### src/rtl/multicycle_control_pkg.sv
// Shared RISC-V definitions for the multi-cycle control FSM: opcodes, state and select encodings.
// Latency: none, constants only; backpressure: not applicable.
package multicycle_control_pkg;

  localparam logic [6:0] OP_R      = 7'b0110011;
  localparam logic [6:0] OP_I      = 7'b0010011;
  localparam logic [6:0] OP_LOAD   = 7'b0000011;
  localparam logic [6:0] OP_STORE  = 7'b0100011;
  localparam logic [6:0] OP_LUI    = 7'b0110111;
  localparam logic [6:0] OP_AUIPC  = 7'b0010111;
  localparam logic [6:0] OP_BRANCH = 7'b1100011;
  localparam logic [6:0] OP_JAL    = 7'b1101111;
  localparam logic [6:0] OP_JALR   = 7'b1100111;
  localparam logic [6:0] OP_ECALL  = 7'b1110011;

  // Forces the downstream ALU control decoder to ADD (same bit pattern as AUIPC).
  localparam logic [6:0] ADD_OP = 7'b0010111;

  typedef enum logic [2:0] {
    S_IF   = 3'd0,
    S_ID   = 3'd1,
    S_EX   = 3'd2,
    S_MEM  = 3'd3,
    S_WB   = 3'd4,
    S_HALT = 3'd5
  } state_t;

  localparam logic [1:0] SRC_A_PC    = 2'b00;
  localparam logic [1:0] SRC_A_OLDPC = 2'b01;
  localparam logic [1:0] SRC_A_RS1   = 2'b10;
  localparam logic [1:0] SRC_A_ZERO  = 2'b11;

  localparam logic [1:0] SRC_B_RS2  = 2'b00;
  localparam logic [1:0] SRC_B_FOUR = 2'b01;
  localparam logic [1:0] SRC_B_IMM  = 2'b10;

  localparam logic [1:0] WB_ALU = 2'b00;
  localparam logic [1:0] WB_MDR = 2'b01;
  localparam logic [1:0] WB_PC  = 2'b10;

  // Opcodes that have an EX stage; anything else (except ECALL) retires as a NOP.
  function automatic logic has_ex(input logic [6:0] op);
    case (op)
      OP_R, OP_I, OP_LOAD, OP_STORE, OP_LUI,
      OP_AUIPC, OP_BRANCH, OP_JAL, OP_JALR: has_ex = 1'b1;
      default:                              has_ex = 1'b0;
    endcase
  endfunction

endpackage

### src/rtl/multicycle_control.sv
// Multi-cycle RISC-V main control FSM: IF/ID/EX/MEM/WB sequencing, datapath enables, retire counter, ECALL halt.
// Latency: 2-5 cycles per instruction; backpressure: holds in IF/MEM with no writes while mem_ready is low.
module multicycle_control
  import multicycle_control_pkg::*;
(
  input  logic        clk,
  input  logic        reset,
  input  logic [6:0]  opcode,
  input  logic        bcond,
  input  logic        mem_ready,
  output logic        pc_write,
  output logic        ir_write,
  output logic        mem_read,
  output logic        mem_write,
  output logic        reg_write,
  output logic        i_or_d,
  output logic        pc_source,
  output logic [1:0]  alu_src_a,
  output logic [1:0]  alu_src_b,
  output logic [1:0]  wb_sel,
  output logic [6:0]  alu_op,
  output logic [31:0] num_inst,
  output logic        halted
);

  state_t state;
  state_t state_nxt;
  logic   retire;

  always_ff @(posedge clk) begin
    if (reset) begin
      state    <= S_IF;
      num_inst <= '0;
    end else begin
      state <= state_nxt;
      if (retire) num_inst <= num_inst + 32'd1;
    end
  end

  always_comb begin
    state_nxt = state;
    pc_write  = 1'b0;
    ir_write  = 1'b0;
    mem_read  = 1'b0;
    mem_write = 1'b0;
    reg_write = 1'b0;
    i_or_d    = 1'b0;
    pc_source = 1'b0;
    alu_src_a = SRC_A_PC;
    alu_src_b = SRC_B_RS2;
    wb_sel    = WB_ALU;
    alu_op    = ADD_OP;
    halted    = 1'b0;
    retire    = 1'b0;

    case (state)
      S_IF: begin
        mem_read  = 1'b1;
        alu_src_a = SRC_A_PC;
        alu_src_b = SRC_B_FOUR;
        if (mem_ready) begin
          ir_write  = 1'b1;
          pc_write  = 1'b1;
          state_nxt = S_ID;
        end
      end

      S_ID: begin
        alu_src_a = SRC_A_OLDPC;
        alu_src_b = SRC_B_IMM;
        if (opcode == OP_ECALL) state_nxt = S_HALT;
        else if (has_ex(opcode)) state_nxt = S_EX;
        else state_nxt = S_IF;
      end

      S_EX: begin
        alu_op = opcode;
        case (opcode)
          OP_R: begin
            alu_src_a = SRC_A_RS1;
            alu_src_b = SRC_B_RS2;
            state_nxt = S_WB;
          end
          OP_I: begin
            alu_src_a = SRC_A_RS1;
            alu_src_b = SRC_B_IMM;
            state_nxt = S_WB;
          end
          OP_LOAD, OP_STORE: begin
            alu_src_a = SRC_A_RS1;
            alu_src_b = SRC_B_IMM;
            state_nxt = S_MEM;
          end
          OP_LUI: begin
            alu_src_a = SRC_A_ZERO;
            alu_src_b = SRC_B_IMM;
            state_nxt = S_WB;
          end
          OP_AUIPC: begin
            alu_src_a = SRC_A_OLDPC;
            alu_src_b = SRC_B_IMM;
            state_nxt = S_WB;
          end
          OP_BRANCH: begin
            alu_src_a = SRC_A_RS1;
            alu_src_b = SRC_B_RS2;
            pc_write  = bcond;
            pc_source = 1'b1;
            state_nxt = S_IF;
          end
          // Target was computed into ALUOut during ID; the ALU now adds nothing useful.
          OP_JAL: begin
            reg_write = 1'b1;
            wb_sel    = WB_PC;
            pc_write  = 1'b1;
            pc_source = 1'b1;
            state_nxt = S_IF;
          end
          OP_JALR: begin
            alu_src_a = SRC_A_RS1;
            alu_src_b = SRC_B_IMM;
            reg_write = 1'b1;
            wb_sel    = WB_PC;
            pc_write  = 1'b1;
            pc_source = 1'b0;
            state_nxt = S_IF;
          end
          default: state_nxt = S_IF;
        endcase
      end

      S_MEM: begin
        i_or_d    = 1'b1;
        mem_read  = (opcode == OP_LOAD);
        mem_write = (opcode == OP_STORE);
        if (mem_ready) state_nxt = (opcode == OP_LOAD) ? S_WB : S_IF;
      end

      S_WB: begin
        reg_write = 1'b1;
        wb_sel    = (opcode == OP_LOAD) ? WB_MDR : WB_ALU;
        state_nxt = S_IF;
      end

      S_HALT: halted = 1'b1;

      default: state_nxt = S_IF;
    endcase

    retire = (state != S_IF) && (state != S_HALT) &&
             ((state_nxt == S_IF) || (state_nxt == S_HALT));

    // Reset wins over whatever the current state would do this cycle.
    if (reset) begin
      pc_write  = 1'b0;
      ir_write  = 1'b0;
      mem_read  = 1'b0;
      mem_write = 1'b0;
      reg_write = 1'b0;
      retire    = 1'b0;
    end
  end

endmodule

### config.mk
export PLATFORM = sky130hd
export DESIGN_NAME = multicycle_control
export DESIGN_NICKNAME = d
export VERILOG_FILES = /design/src/rtl/multicycle_control_pkg.sv /design/src/rtl/multicycle_control.sv
export SDC_FILE = /design/constraint.sdc
export NUM_CORES = 1
export LEC_CHECK = 0
export CORE_UTILIZATION = 51
export DETAILED_ROUTE_END_ITERATION = 6
export PLACE_DENSITY = 0.93
export SLEW_MARGIN = 20
export SYNTH_ARGS = -nofsm -noshare
export SYNTH_HDL_FRONTEND = slang
export SYNTH_SLANG_ARGS = --single-unit
### constraint.sdc
create_clock -name clk -period 4.35 [get_ports clk]
set_input_delay 0.6525 -clock clk [delete_from_list [all_inputs] [get_ports clk]]
set_output_delay 0.6525 -clock clk [all_outputs]
set_load 0.005 [all_outputs]
==> impl_metrics.yaml, run 1 <==
synthesis:
  synth_fa_ha_area_share_pct: 0.5862
  synth_enable_flop_cells: 0
  synth_seq_area_share_pct: 32.83
  synth_area_leader_cell: "dfxtp_1"
  synth_most_common_cell: "dfxtp_1"
  synth_fp_nets: 276
  synthArstFlopShare_pct: 0
  synthCells: 264
  synth_top_family_by_area: "simple AND/OR/NAND/NOR gates"
  synth_area_per_cell_um2: 8.085
  ys.flop_type: "dfxtp_1"
  synth_top_area_share_pct: 32.83
  ys_warn_count: 0
  yosys-top-cells-count: "35 x dfxtp_1, 27 x nand2_1, 23 x a21oi_1, 23 x nor2_1, 12 x o21ai_0"
  netlist_area_um2: 2135
  ys_ff_latch: 35
  synth_compound_area_share_pct: 16.94
  synthTopCellsByArea: "dfxtp_1 33%, a21oi_1 5.4%, nand2_1 4.7%"
  synth.distinct_cells: 51
  synthMuxAreaShare_pct: 1.876
  synth_xor_area_share_pct: 4.865
  synth-simple-area-share_pct: 37.34
global_routing:
  grt_max_degree: 25
  grt_overflow_total: 0
  grt_pass1_wl_um: 8314
  track_usage_pct: 24.01
  antenna_found_initial: 0
  grt_pass1_vias: 1824
timing:
  drv_slew: 0
  final.period_utilization_pct: 78.71
  finalSetupTns_ns: 0
  max-slew-margin-rel_pct: 65.76
  setup-violations-final: 0
  max_freq_mhz: 292.1
  rsz0062_at_grt: "no"
  worst_slew_pin_slew_ns: 0.5098
  clock_skew_ns: 0.006442
  finalHoldViolations: 0
  min_period_ns: 3.424
detailed_routing:
  num_vias: 2157
  routed_wl_um: 5174
  dr.pass1.iters: 7
  drt_iter0_markers: 244
  ant_nets: 0
  wire_per_inst_um: 13.95
  routed_via_density: 5.814
  drt_drc_violations_left: 0
critical_path:
  r2r_start: "state[0]"
  worst_ep_required_time_ns: 3.70
  crit_path_end_kind: "primary output"
  r2r_slack_ns: 1.72
  crit_type: "primary input to primary output"
  rr_worst_depth: 6
  crit_arrival_ns: 2.77
  timing.rr.end: "num_inst[25]"
  cp_max_fo: 10
  cp-start-kind: "primary input"
power_and_ir_drop:
  power.internal_mw: 0.4599
  combPwrFrac_pct: 9.0
  pwr-share-clk_pct: 37.5
  cellPowerDensity_nw_per_um2: 214.7
  p_seq_share_pct: 53.5
  p_sw_mw: 0.1487
  ir_worst_vdd_uv: 229.4
  p_leak_nw: 0.9226
  swShare_pct: 24.43
die:
  die_area_um2: 4448
  initial_core_util_pct: 53.36
  die_w_um: 66.70
  io_pins: 64
  num_rows: 23
  core-area_um2: 4000
  die_h_um: 66.70
cts:
  cts_setup_buffers: 0
  max-clock-path-buffers: 2
  cts_hold_buf: 0
  clockRootBuffer: "clkbuf_8"
  cts_tree: "done"
  clkTransAtPathRegs_ns: 0.07
  cts_resized: 0
  cts_sinks: 35
  cts_inserted_buffers: 5
  clk_latency_ns: 0.29
  h-tree-depth: 2
place:
  placed_area_um2: 2750
  place.gp.congestion: 0.8668
  port_buffers: 63
  hpwl_um: 3628
hold_path:
  min-delay-path-class: "flop to flop"
  worstHoldStart: "num_inst[31]"
  hold_depth: 1
  hold_path_end: "num_inst[31]"
final_layout:
  area_delta_synth_final_pct: 32.83
  drive_gt1_share_pct: 7.477
  nets: 332
  antenna_cells: 0
  seq_area_um2: 700.7
  final_area_um2: 2835
  n_fill_cell: 325
  multiInputGateArea_um2: 1315
status:
  status: "complete, no violations"
flow_run:
  max-cap-violations: 0
[power groups by stage]
stage	Combinational [mW]	Sequential, mW	Clock [mW]
floorplan	0.0307	0.331	0
global placement	0.0533	0.333	0
detailed placement	0.0542	0.333	0
CTS	0.0546	0.325	0.232
global route	0.0596	0.326	0.249
finish	0.0548	0.325	0.228
[through the flow]
step / hold WS (ns) / setup WS [ns] / util (%) / cells / total power, mW
6_report: 0.4690 / 0.9261 / 70.88 / 371 / 0.6086
5_1_grt: 0.5111 / 0.7805 / 70.88 / 371 / 0.6346
3_3_place_gp: 0.4601 / 0.9774 / 68.75 / 363 / 0.3859
4_1_cts: 0.4727 / 0.9408 / 70.88 / 371 / 0.6121
3_5_place_dp: 0.4625 / 0.9392 / 68.75 / 363 / 0.3869
2_1_floorplan: 0.4609 / 2.023 / - / 264 / 0.3617
[flip-flops by register name, summed over array words and instances (netlist names)]
| name | count |
|---|---|
| num_inst | 32 |
| state | 3 |
[layer usage]
metal,part of all wire (%),wire (um),track usage [%]
met3,5.3,275,4.623
met2,49,2521,39.39
met5,0,0,0
met4,1.3,69,7.181
met1,45,2307,31.50
[cell type report]
cell class | count | area share, %
Multi-Input combinational cell | 205 | 46.38
Sequential cell | 35 | 24.71
Timing Repair Buffer | 64 | 22.51
Clock buffer | 6 | 2.560
Tap cell | 50 | 2.207
Inverter | 9 | 1.192
Clock inverter | 2 | 0.4413
[critical path: stages]
cell	delay [ns]
clkdlybuf4s50_1	0.60
nor2b_1	0.23
and3_1	0.20
o211ai_1	0.09
a2111oi_0	0.43
clkdlybuf4s50_1	0.57
[how the worst max path moves through the flow]
stage | startpoint | to | slack [ns] | cells past startpoint
3_5_place_dp | opcode[4] | pc_write | 0.94 | 6
5_1_grt | opcode[4] | pc_write | 0.78 | 6
6_report | opcode[4] | pc_write | 0.93 | 6
2_1_floorplan | opcode[4] | pc_write | 2.02 | 5
3_3_place_gp | opcode[4] | pc_write | 0.98 | 6
4_1_cts | opcode[4] | pc_write | 0.94 | 6
[placed cells by master, fill, tap and decap left out, types with 2 or more instances in the layout]
| cell type | netlist | final |
|---|---|---|
| a211o_1 | 2 | 2 |
| a21oi_1 | 23 | 23 |
| a31oi_1 | 2 | 2 |
| and2_1 | 4 | 4 |
| and3_1 | 5 | 5 |
| and4_1 | 3 | 3 |
| clkbuf_8 | 0 | 5 |
| clkdlybuf4s50_1 | 0 | 63 |
| dfxtp_1 | 35 | 35 |
| inv_1 | 8 | 8 |
| mux2i_1 | 4 | 4 |
| nand2_1 | 27 | 27 |
| nand3_1 | 10 | 10 |
| nand3b_4 | 2 | 2 |
| nand4_1 | 10 | 10 |
| nor2_1 | 23 | 23 |
| nor2b_1 | 5 | 5 |
| nor3_1 | 9 | 9 |
| nor4_4 | 2 | 2 |
| o211ai_1 | 2 | 2 |
| o21ai_0 | 12 | 12 |
| o31a_1 | 2 | 2 |
| o31ai_1 | 7 | 7 |
| or2_2 | 4 | 4 |
| or3_1 | 10 | 10 |
| or4_1 | 7 | 7 |
| xnor2_1 | 3 | 3 |
| xor2_1 | 7 | 7 |
[cell families after synthesis]
kind of cell	after synthesis
compound gates	57
xor+xnor	11
fa+ha+maj	1
buf+inv	24
flops	35
mux	4
simple gates	132
Power figures use the tool's default switching activity.
==> inputs of run 2 (changes only) <==
--- a/config.mk
+++ b/config.mk
@@ -5,9 +5,9 @@
 export SDC_FILE = /design/constraint.sdc
 export NUM_CORES = 1
 export LEC_CHECK = 0
-export CORE_UTILIZATION = 51
+export CORE_UTILIZATION = 47
 export DETAILED_ROUTE_END_ITERATION = 6
-export PLACE_DENSITY = 0.93
+export PLACE_DENSITY = 0.87
 export SLEW_MARGIN = 20
 export SYNTH_ARGS = -nofsm -noshare
 export SYNTH_HDL_FRONTEND = slang
==> constraint.sdc (replaced) <==
create_clock -name clk -period 3.4 [get_ports clk]
set_input_delay 0.51 -clock clk [delete_from_list [all_inputs] [get_ports clk]]
set_output_delay 0.51 -clock clk [all_outputs]
set_load 0.005 [all_outputs]
==> run 2 against run 1 <==
Core utilization decreased by 5.1 points. Worst hold slack improved by 0.0073 ns. Routed wire length increased by 1.0%. Count of clock-buffer cells in the layout unchanged. Sequential power increased by 28%. Final area increased by 0.97%. Sequential cell count unchanged. Combinational power increased by 32%. Largest cell class unchanged. Highest routed layer unchanged.
==> impl_metrics.yaml, run 2 (synthesis gave the netlist of run 1 again) <==
detailed_routing:
  ant_nets: 0
  routed_wl_um: 5226
  drt_drc_violations_left: 0
  routed_via_density: 5.904
  num_vias: 2214
  drt_iter0_markers: 184
  dr.pass1.iters: 5
  wire_per_inst_um: 13.94
die:
  die_h_um: 69.39
  die_w_um: 69.39
  io_pins: 64
  num_rows: 24
  initial_core_util_pct: 49.02
  die_area_um2: 4815
  core-area_um2: 4354
timing:
  setup-violations-final: 0
  clock_skew_ns: 0.004643
  finalSetupTns_ns: 0
  worst_slew_pin_slew_ns: 0.4857
  max_freq_mhz: 320.2
  final.period_utilization_pct: 91.86
  min_period_ns: 3.123
  finalHoldViolations: 0
  max-slew-margin-rel_pct: 67.37
  rsz0062_at_grt: "no"
  drv_slew: 0
final_layout:
  n_fill_cell: 365
  multiInputGateArea_um2: 1315
  largest_register_ffs: 32
  final_cell_mix: "63 x clkdlybuf4s50_1, 35 x dfxtp_1, 27 x nand2_1"
  seq_area_um2: 700.7
  final_common_cell: "clkdlybuf4s50_1"
  utilization_pct: 65.75
  drive_gt1_share_pct: 8.359
  largest-register: "num_inst"
  nets: 335
  area_delta_synth_final_pct: 34.12
  antenna_cells: 0
  reg_top3: "num_inst x32, state x3"
power_and_ir_drop:
  cellPowerDensity_nw_per_um2: 275.0
  p_leak_nw: 0.9422
  ir_worst_vdd_uv: 246.6
  finalPower_mw: 0.7873
flow_run:
  max-cap-violations: 0
global_routing:
  grt_max_degree: 25
  grt_overflow_total: 0
  antenna_found_initial: 0
  track_usage_pct: 22.59
  grt_pass1_wl_um: 9142
  grt_pass1_vias: 2033
cts:
  cts_inserted_buffers: 5
  cts_resized: 0
  clkTransAtPathRegs_ns: 0.07
  cts_tree: "done"
  clockRootBuffer: "clkbuf_8"
  clk_latency_ns: 0.28
  cts_hold_buf: 0
  cts_sinks: 35
  cts_setup_buffers: 0
  h-tree-depth: 2
  max-clock-path-buffers: 2
place:
  place.gp.congestion: 0.8120
  port_buffers: 63
  hpwl_um: 3751
critical_path:
  crit_type: "primary input to primary output"
  cp-start-kind: "primary input"
  crit_path_end_kind: "primary output"
  worst_ep_required_time_ns: 2.89
  cp_max_fo: 8
  crit_arrival_ns: 2.61
status:
  status: "complete, no violations"
hold_path:
  min-delay-path-class: "flop to flop"
## run 2: changes by cell type in the layout (fill, tap and decap cells not counted), sizes merged
cell | previous run | this run
clkinvlp | 1 | 0
buf | 1 | 4
## run 2: path summary, 6_finish.rpt
kind / startpoint / end / slack [ns] / depth (start not counted)
setup / recovery: opcode[5] / pc_write / 0.28 / 6
hold / removal: num_inst[31] / num_inst[31] / 0.48 / 1
setup reg to reg: state[0] / num_inst[27] / 0.80 / 6
hold reg to reg: num_inst[31] / num_inst[31] / 0.48 / 1
## run 2: critical path, cell delays in order
cell	delay (ns)
clkdlybuf4s50_1	0.61
nor2b_1	0.23
and3_1	0.19
o211ai_1	0.09
a2111oi_0	0.41
clkdlybuf4s50_1	0.57
## run 2: cell type report
cell class	instances	area share [%]
multi-input cells	205	45.94
flip-flops and latches	35	24.48
repair buffers	67	23.08
clock buffers	6	2.885
well taps	52	2.273
inverters	9	1.180
clock inverters	1	0.1748
## run 2: through the flow
| stage | hold slack (ns) | worst slack [ns] | cell area [um2] | instances |
|---|---|---|---|---|
| final | 0.4762 | 0.2767 | 2863 | 375 |
| after detailed placement | 0.4593 | 0.2856 | 2775 | 368 |
| after global placement | 0.4540 | 0.3267 | 2775 | 368 |
| after CTS | 0.4793 | 0.2861 | 2863 | 375 |
| after global routing | 0.5134 | 0.1068 | 2863 | 375 |
| after floorplan | 0.4609 | 1.222 | 2135 | 264 |
## run 2: layer usage
| metal | track usage [%] | vias up | part of all wire (%) |
|---|---|---|---|
| li1 | - | 1086 | - |
| met2 | 37.86 | 82 | 48 |
| met4 | 8.163 | 0 | 1.5 |
| met1 | 29.22 | 1038 | 45 |
| met5 | 0 | - | 0 |
| met3 | 3.634 | 8 | 5.5 |
## run 2: power by group
part	internal, mW	switching [mW]	total, mW	leakage, nW
logic	0.0355	0.0370	0.0725	0.613
clock network	0.159	0.140	0.298	0.0470
registers	0.412	0.00464	0.416	0.282
==> inputs of run 3 (changes only) <==
--- a/config.mk
+++ b/config.mk
@@ -12,3 +12,4 @@
 export SYNTH_ARGS = -nofsm -noshare
 export SYNTH_HDL_FRONTEND = slang
 export SYNTH_SLANG_ARGS = --single-unit
+export TNS_END_PERCENT = 10
==> results of run 3 <==
Same layout as run 2: the final DEF is identical, and so are final timing and power.
